### src/rtl/flag_unit.sv
// flag_unit -- condition-flag register with optional shadow save stack.
//
// Holds NUM_FLAGS condition flags written by the ALU under a per-bit
// write mask, evaluates a 3-bit branch condition against the committed
// flags, and optionally saves/restores the flags on a small LIFO stack.
//
// Build option: define FLAG_SHADOW_EN to include the shadow stack.
// Without it, push/pop are ignored, shadow_full=0, shadow_empty=1 and
// shadow_err=0.
//
// Ports
//   clk          clock, all state updates on the rising edge
//   rst_n        asynchronous active-low reset
//   flags_in     new flag values (bit 2 = N, bit 1 = Z, bit 0 = V)
//   flag_we      per-flag write-enable mask
//   stall        freeze every piece of state this cycle
//   flush        drop this cycle's flag write (push/pop still honoured)
//   push / pop   save current flags / restore flags from stack top
//   cond         branch condition code
//   flags_out    committed flag register
//   cond_true    condition result, from flags_out only (no bypass)
//   shadow_full / shadow_empty / shadow_err   stack status, err is sticky

module flag_unit #(
   parameter int NUM_FLAGS    = 3,
   parameter int SHADOW_DEPTH = 4
) (
   input  logic                 clk,
   input  logic                 rst_n,
   input  logic [NUM_FLAGS-1:0] flags_in,
   input  logic [NUM_FLAGS-1:0] flag_we,
   input  logic                 stall,
   input  logic                 flush,
   input  logic                 push,
   input  logic                 pop,
   input  logic [2:0]           cond,
   output logic [NUM_FLAGS-1:0] flags_out,
   output logic                 cond_true,
   output logic                 shadow_full,
   output logic                 shadow_empty,
   output logic                 shadow_err
);

   logic [NUM_FLAGS-1:0] flags_q;
   logic [NUM_FLAGS-1:0] flags_d;
   logic [NUM_FLAGS-1:0] wr_flags;

   // Masked ALU write; flush keeps the old value of every bit.
   assign wr_flags = flush ? flags_q
                           : ((flags_q & ~flag_we) | (flags_in & flag_we));

`ifdef FLAG_SHADOW_EN
   localparam int PTR_W = $clog2(SHADOW_DEPTH + 1);

   logic [PTR_W-1:0]     ptr_q;
   logic [PTR_W-1:0]     ptr_d;
   logic                 err_q;
   logic                 err_d;
   logic [NUM_FLAGS-1:0] stack_q [SHADOW_DEPTH];
   logic [NUM_FLAGS-1:0] top_flags;
   logic                 full;
   logic                 empty;
   logic                 push_ok;
   logic                 pop_ok;

   assign full    = (ptr_q == PTR_W'(SHADOW_DEPTH));
   assign empty   = (ptr_q == '0);
   // Simultaneous push and pop cancel each other without an error.
   assign push_ok = push & ~pop & ~full;
   assign pop_ok  = pop & ~push & ~empty;

   // Top entry sits at ptr_q-1; compare-select keeps the index in range
   // for depths that are not a power of two.
   always_comb begin
      top_flags = '0;
      for (int i = 0; i < SHADOW_DEPTH; i++) begin
         if (ptr_q == PTR_W'(i + 1)) top_flags = stack_q[i];
      end
   end

   always_comb begin
      flags_d = pop_ok ? top_flags : wr_flags;
      ptr_d   = ptr_q;
      if (push_ok)     ptr_d = ptr_q + PTR_W'(1);
      else if (pop_ok) ptr_d = ptr_q - PTR_W'(1);
      err_d   = err_q | (push & ~pop & full) | (pop & ~push & empty);
   end

   always_ff @(posedge clk or negedge rst_n) begin
      if (!rst_n) begin
         flags_q <= '0;
         ptr_q   <= '0;
         err_q   <= 1'b0;
      end else if (!stall) begin
         flags_q <= flags_d;
         ptr_q   <= ptr_d;
         err_q   <= err_d;
      end
   end

   // Stack contents carry no reset; the pointer alone defines validity.
   always_ff @(posedge clk) begin
      if (!stall && push_ok) begin
         for (int i = 0; i < SHADOW_DEPTH; i++) begin
            if (ptr_q == PTR_W'(i)) stack_q[i] <= flags_q;
         end
      end
   end

   assign shadow_full  = full;
   assign shadow_empty = empty;
   assign shadow_err   = err_q;
`else
   logic unused_shadow;

   assign flags_d = wr_flags;

   always_ff @(posedge clk or negedge rst_n) begin
      if (!rst_n)      flags_q <= '0;
      else if (!stall) flags_q <= flags_d;
   end

   assign unused_shadow = push ^ pop ^ ((SHADOW_DEPTH > 0) ? 1'b0 : 1'b1);
   assign shadow_full   = 1'b0;
   assign shadow_empty  = 1'b1;
   assign shadow_err    = 1'b0;
`endif

   assign flags_out = flags_q;

   always_comb begin
      logic n_f;
      logic z_f;
      logic v_f;
      n_f = flags_q[2];
      z_f = flags_q[1];
      v_f = flags_q[0];
      cond_true = 1'b0;
      case (cond)
         3'b000: cond_true = ~z_f;
         3'b001: cond_true = z_f;
         3'b010: cond_true = ~z_f & ~n_f;
         3'b011: cond_true = n_f;
         3'b100: cond_true = z_f | (~z_f & ~n_f);
         3'b101: cond_true = n_f | z_f;
         3'b110: cond_true = v_f;
         default: cond_true = 1'b1;
      endcase
   end

endmodule

### config.mk
export PLATFORM = sky130hd
export DESIGN_NAME = flag_unit
export DESIGN_NICKNAME = d
export VERILOG_FILES = /design/src/rtl/flag_unit.sv
export SDC_FILE = /design/constraint.sdc
export NUM_CORES = 1
export LEC_CHECK = 0
export ABC_CLOCK_PERIOD_IN_PS = 4600
export CAP_MARGIN = 30
export CORE_AREA = 2 2 39 41
export CTS_BUF_LIST = sky130_fd_sc_hd__clkbuf_4 sky130_fd_sc_hd__clkbuf_8 sky130_fd_sc_hd__clkbuf_16
export CTS_CLUSTER_SIZE = 20
export DETAILED_ROUTE_END_ITERATION = 7
export DIE_AREA = 0 0 41 43
export GPL_TIMING_DRIVEN = 0
export SLEW_MARGIN = 20
export SYNTH_ARGS = -nofsm -noshare
export SYNTH_HDL_FRONTEND = slang
export SYNTH_SLANG_ARGS = --single-unit
### constraint.sdc
create_clock -name clk -period 4.6 [get_ports clk]
set_input_delay 1.38 -clock clk [delete_from_list [all_inputs] [get_ports clk]]
set_output_delay 1.38 -clock clk [all_outputs]
set_load 0.1 [all_outputs]
Word level (Yosys, flattened, before mapping)
Index checks and enable logic that the tools add are counted.

Flip-flop bits (word level): 3.

Equality and inequality tests: 6. Mux-type cells: 1. Bitwise gates (word level): 11. Reductions and logical operators: 2.

Operators with widths (count): 3-bit == test (second input constant) (3); 1-bit case mux with 7 select lines (1); 3-bit AND (2); 3-bit by 2-bit == test with 1-bit output (second input constant) (2); 1-bit NOT (4); 3-bit by 1-bit == test with 1-bit output (second input constant) (1); 3-bit zero test (1); 3-bit NOT (1); 3-bit bitwise OR (1); 1-bit bitwise OR (2); 2-bit AND reduction (1); 1-bit AND (1).

Depth between registers and ports, before layout
Gate-level depths: netlist of run 1.

Word-level depth: 4. Gate-level depth with buffers: 3.

Least setup slack after synthesis of run 1
Ideal clock, no wire load.

Kind: input-to-output. Start: input port cond[1]. End: output port cond_true. Data arrival time: 3156 ps. Data required time: 3220 ps. Path slack: 64 ps. Stages: 3. Path buffers: 0. Cells stage by stage: a211oi_1 -> a311oi_2 -> a21oi_1.

Longest elaborated chain between the ends: 2. Elaborated cells between the ends (all ways): 8. Those cells by class: eq/ne (6); mux (1); reduce/logical (1).

Ends and longest elaborated chain: from (decl) (RTL line 36) `input logic [2:0] cond,`; 3-bit == test (tied with other cells) (RTL line 139) `case (cond)`; 1-bit case mux with 7 select lines * (RTL line 139); to (decl) (RTL line 38) `output logic cond_true,`.

Mark *: on every way between the ends. The rest lies on a longest branch, timed or not.

Final worst setup path of run 1
Same ends and word-level chain as after synthesis.

==> results of run 1 <==
## layer usage
layer  up-vias  GRT usage [%]  wire [um]
met5         -              0          0
met4         0           8.00         15
met3         2           3.66         69
met2        11           9.06        229
met1        95           6.47        157
li1        115              -          -
## metrics by stage
stage / setup TNS, ns / setup slack [ns]
detailed placement: -0.301 / -0.301
finish: 0 / 0.297
CTS: 0 / 0.0441
global route: 0 / 0.275
global placement: -0.302 / -0.302
floorplan: 0 / 0.0638
## cells in the mapped netlist (all sizes together)
| cell type | count |
|---|---|
| mux2 | 4 |
| nor2 | 1 |
| a211oi | 1 |
| dfrtp | 3 |
| buf | 3 |
| o21ai | 1 |
| or3b | 1 |
| a21oi | 1 |
| nand2 | 3 |
| nand2b | 1 |
| or3 | 1 |
| a311oi | 1 |
| conb | 2 |
## power by group through the flow
stage                     logic [W]  registers (W)  clock network, W
after global routing       0.000103      0.0000383         0.0000566
after floorplan           0.0000382      0.0000733                 0
after detailed placement   0.000101      0.0000373                 0
after global placement     0.000101      0.0000373                 0
after CTS                  0.000100      0.0000370         0.0000538
final                     0.0000995      0.0000368         0.0000511
## repair_timing
action / 4_1_cts / 5_1_grt
resized for setup: 1 / 2
endpoints found under the hold margin: 0 / 0
hold buffers: 0 / 0
setup endpoints to repair: 1 / 1
## worst max-delay path by stage
stage | to | startpoint | cells past startpoint
final | cond_true | cond[1] | 5
after global routing | cond_true | cond[1] | 5
after CTS | cond_true | cond[1] | 5
after detailed placement | cond_true | cond[1] | 5
after global placement | cond_true | cond[1] | 5
after floorplan | cond_true | cond[1] | 3
## area by class of cell
| class | instances | area (um^2) |
|---|---|---|
| tap | 16 | 20.0 |
| multi-input combinational | 18 | 126 |
| timing repair buffer | 16 | 155 |
| sequential | 3 | 75.1 |
| clock buffer | 4 | 30.0 |
| buffer | 3 | 22.5 |
| fill | 151 | 955 |
## cell families (layout without fill, tap and decap cells)
kind of cell	Yosys count	count (layout)
AOI/OAI and AO/OA	4	4
other	2	3
buffers and inverters	3	23
muxes	4	4
DFF	3	3
and+or+nand+nor	7	7
## worst max-delay path: stages
cell and delay [ns]:
clkdlybuf4s50_1 0.47, or3b_1 0.41, a311oi_2 0.23, a21oi_1 0.06, clkbuf_2 0.37
==> flow_metrics.tcl, run 1 <==
set metrics [dict create \
    layout-drive-gt1-share_pct 31.8 \
    synthAdderAreaFrac_pct 0 \
    worst_clock_skew_ns 0 \
    initial_utilization_pct 15.9 \
    vias_per_cell 3.72 \
    r2r_cells 1 \
    power_w 0.000188 \
    synth_compound_area_share_pct 14.8 \
    outcome "completed" \
    cts_buffer_depth 2 \
    hold_class "reg -> reg" \
    muxShareOfSynthArea_pct 20.5 \
    power-per-cell-area_nw_per_um2 437 \
    drtAntennaViolNets 0 \
    synthSimpleGateAreaFrac_pct 17.0 \
    drtIter0Drc 0 \
    combPwrFrac_pct 53.1 \
    finish.utilization_pct 31.0 \
    endpoint_kind "output pin" \
    cts_buffers 3 \
    period_minus_slack_ns 4.30 \
    cap_violations 0 \
    mostFrequentLayoutCell "clkdlybuf4s50_1" \
    coreArea_um2 1380 \
    swShare_pct 46.9 \
    rows 14 \
    internal_power_w 0.0000995 \
    slew_headroom_pct 35.6 \
    crit_path_max_fanout 5 \
    synth_seq_cells 3 \
    synth_xor_area_share_pct 0 \
    vdd_drop_max_mv 0.218 \
    cts_tree "yes" \
    grt.overflow.total 0 \
    yosys.area.top_type_share_pct 34.1 \
    switching_power_w 0.0000880 \
    gp_congestion 0.615 \
    clockRootBuffer "clkbuf_4" \
    clkSlewWorstSetupHoldPaths_ns 0.04 \
    fin_cells 60 \
    cp.required_ns 3.22 \
    setup_viol 0 \
    nets 60 \
    yosys.area.top_type "dfrtp_1" \
    clock-sinks 3 \
    slew_viol_final 0 \
    diodes 0 \
    synth.area.top_cells "dfrtp_1 (34%), mux2_2 (20%), buf_4 (10%), a311oi_2 (6.8%), nand2_1 (5.1%)" \
    leakagePower_nw 0.177 \
    wl_per_cell_um 7.87 \
    tightest_slew_ns 0.963 \
    vias 223 \
    synthCells 23 \
    post-place-cells 56 \
    yosysWarnings 0 \
    grt_pass1_wl_um 745 \
    pwr-share-seq_pct 19.6 \
    post-route-period-util_pct 93.5 \
    rsz0062_at_grt "no" \
    grt_pass1_vias 210 \
    max_freq_mhz 232 \
    synth_area_um2 220 \
    fin_hold_ws_ns 0.529 \
    critPathLaunchType "input port" \
    reg2reg_slack_ns 3.80 \
    path_class "in -> out" \
    syn_area_per_cell_um2 9.57 \
    pwr-share-clk_pct 27.3 \
    mostFrequentLayoutCells "clkdlybuf4s50_1 (15), mux2_2 (4), clkbuf_4 (4)" \
    synth_top_family_by_area "multiplexers" \
    cts_setup_buffers 0 \
    drc 0 \
    worstHoldPathCells 1 \
    finalInstanceArea_um2 429 \
    antenna_found_initial 0 \
    firstDrtPassIters 1 \
    syn_to_final_growth_pct 94.9 \
    hold_violations 0 \
    wl_um 472 \
    die_area_um2 1760 \
    io_pins 22 \
    place_area_um2 404 \
    yosysSeqAreaShare_pct 34.1 \
    grt_usage_pct 6.84 \
    io_buffers 16 \
    yosysUniqueCellTypes 13 \
    die_h_um 43 \
    die_x_um 41 \
    grt_max_degree 7 \
    htree_levels 1 \
    crit_arrival_ns 2.92 \
    clk_latency_ns 0.23 \
]
Note: power is estimated with default switching activity, not from simulation.
==> run 2, diff against run 1 <==
==> constraint.sdc (replaced) <==
create_clock -name clk -period 4.6 [get_ports clk]
set_input_delay 0.92 -clock clk [delete_from_list [all_inputs] [get_ports clk]]
set_output_delay 0.92 -clock clk [all_outputs]
set_load 0.1 [all_outputs]
==> run 2 against run 1 <==
Utilization increased by 0.36 points. First-iteration DRC count is the same. Largest power group unchanged. Critical path type unchanged. Sequential share of layout area fell by 0.20 points. Cell count stayed put. Sequential power barely moved. Worst setup slack improved by 0.33 ns. Final area grew 1.2%. Sequential cell count did not move. Global-route usage stayed put. Clock power hardly changed.
==> flow_metrics.tcl, run 2 (synthesis results as in run 1) <==
set metrics [dict create \
    antenna_found_initial 0 \
    hold_class "reg -> reg" \
    rsz0062_at_grt "no" \
    nets 60 \
    die_area_um2 1760 \
    cts_hold_buffers 0 \
    power-per-cell-area_nw_per_um2 435 \
    die_x_um 41 \
    hold_violations 0 \
    vias 223 \
    cts_tree "yes" \
    slew_headroom_pct 35.6 \
    clkSlewWorstSetupHoldPaths_ns 0.04 \
    tightest_slew_ns 0.963 \
    grt_usage_pct 6.84 \
    max_freq_mhz 251 \
    diodes 0 \
    critPathLaunchType "input port" \
    grt.overflow.total 0 \
    grt_pass1_vias 210 \
    slew_viol_final 0 \
    period_minus_slack_ns 3.98 \
    finalSetupTns_ns 0 \
    clk_latency_ns 0.23 \
    drtAntennaViolNets 0 \
    mostFrequentLayoutCell "clkdlybuf4s50_1" \
    cts_resized 0 \
    setup_viol 0 \
    drtIter0Drc 0 \
    io_buffers 16 \
    r2r_cells 1 \
    cts_setup_buffers 0 \
    firstDrtPassIters 1 \
    cap_violations 0 \
    wl_um 469 \
    worstHoldPathCells 1 \
    grt_max_degree 7 \
    syn_to_final_growth_pct 97.2 \
    die_h_um 43 \
    drc 0 \
    post-route-period-util_pct 86.5 \
    vdd_drop_max_mv 0.218 \
    coreArea_um2 1380 \
    endpoint_kind "output pin" \
    mostFrequentLayoutCells "clkdlybuf4s50_1 (16), mux2_2 (4), clkbuf_4 (4)" \
    path_class "in -> out" \
    io_pins 22 \
    worst_clock_skew_ns 0 \
    leakagePower_nw 0.176 \
    cts_buffer_depth 2 \
    htree_levels 1 \
    clock-sinks 3 \
    rows 14 \
    initial_utilization_pct 15.9 \
    layout-drive-gt1-share_pct 29.5 \
    pre_cts_ws_ns 0.619 \
    clockRootBuffer "clkbuf_4" \
    cp.required_ns 3.68 \
    crit_path_max_fanout 5 \
    outcome "completed" \
    power_w 0.000189 \
    vias_per_cell 3.72 \
    crit_arrival_ns 3.06 \
    gp_congestion 0.615 \
    layout_setup_ws_ns 0.622 \
    grt_pass1_wl_um 745 \
    fill_cells 150 \
    wl_per_cell_um 7.82 \
    cts_buffers 3 \
]
run 2: changes by cell type in the layout (fill, tap and decap cells not counted):
cell,before,now
clkbuf_2,1,0
clkdlybuf4s50_1,15,16
run 2: routing by layer:
metal / vias up / share of wire (%) / global-route usage (%)
met1: 95 / 33 / 6.47
met2: 11 / 49 / 9.06
met3: 2 / 14 / 3.66
met4: 0 / 3.2 / 8.00
li1: 115 / - / -
met5: - / 0 / 0
run 2: critical path: stages:
cell	delay (ns)
clkdlybuf4s50_1	0.47
or3b_1	0.41
a311oi_2	0.23
a21oi_1	0.06
clkdlybuf4s50_1	0.96
run 2: layout make-up:
cell class                      instances  area (um^2)  share of cell area [%]
Sequential cell                         3         75.1                    17.3
Tap cell                               16         20.0                    4.61
Clock buffer                            4         30.0                    6.92
Buffer                                  3         22.5                    5.19
Multi-Input combinational cell         18          126                    29.1
Timing Repair Buffer                   16          160                    36.9
run 2: per-stage QoR:
step / instance area [um^2] / util [%] / std cells / hold slack (ns)
2_1_floorplan: 224 / - / 24 / 0.624
6_report: 434 / 31.4 / 60 / 0.529
4_1_cts: 434 / 31.4 / 60 / 0.538
3_3_place_gp: 404 / 29.2 / 56 / 0.531
5_1_grt: 434 / 31.4 / 60 / 0.568
3_5_place_dp: 404 / 29.2 / 56 / 0.528
run 2: path summary, 6_finish.rpt:
kind	slack, ns	startpoint	end
max	0.62	cond[1]	cond_true
min	0.53	flip-flop	flip-flop
max reg2reg	3.80	flip-flop	flip-flop
min reg2reg	0.53	flip-flop	flip-flop
max in group asynchronous	3.58	rst_n	async pin
min in group asynchronous	0.87	rst_n	async pin
run 2: report_power, final:
group / switching (W) / leakage [nW] / total (W) / internal (W)
Combinational: 0.0000699 / 0.123 / 0.000101 / 0.0000311
Sequential: 0.00000524 / 0.0355 / 0.0000368 / 0.0000316
Clock: 0.0000128 / 0.0184 / 0.0000511 / 0.0000383
Total: 0.0000880 / 0.176 / 0.000189 / 0.000101
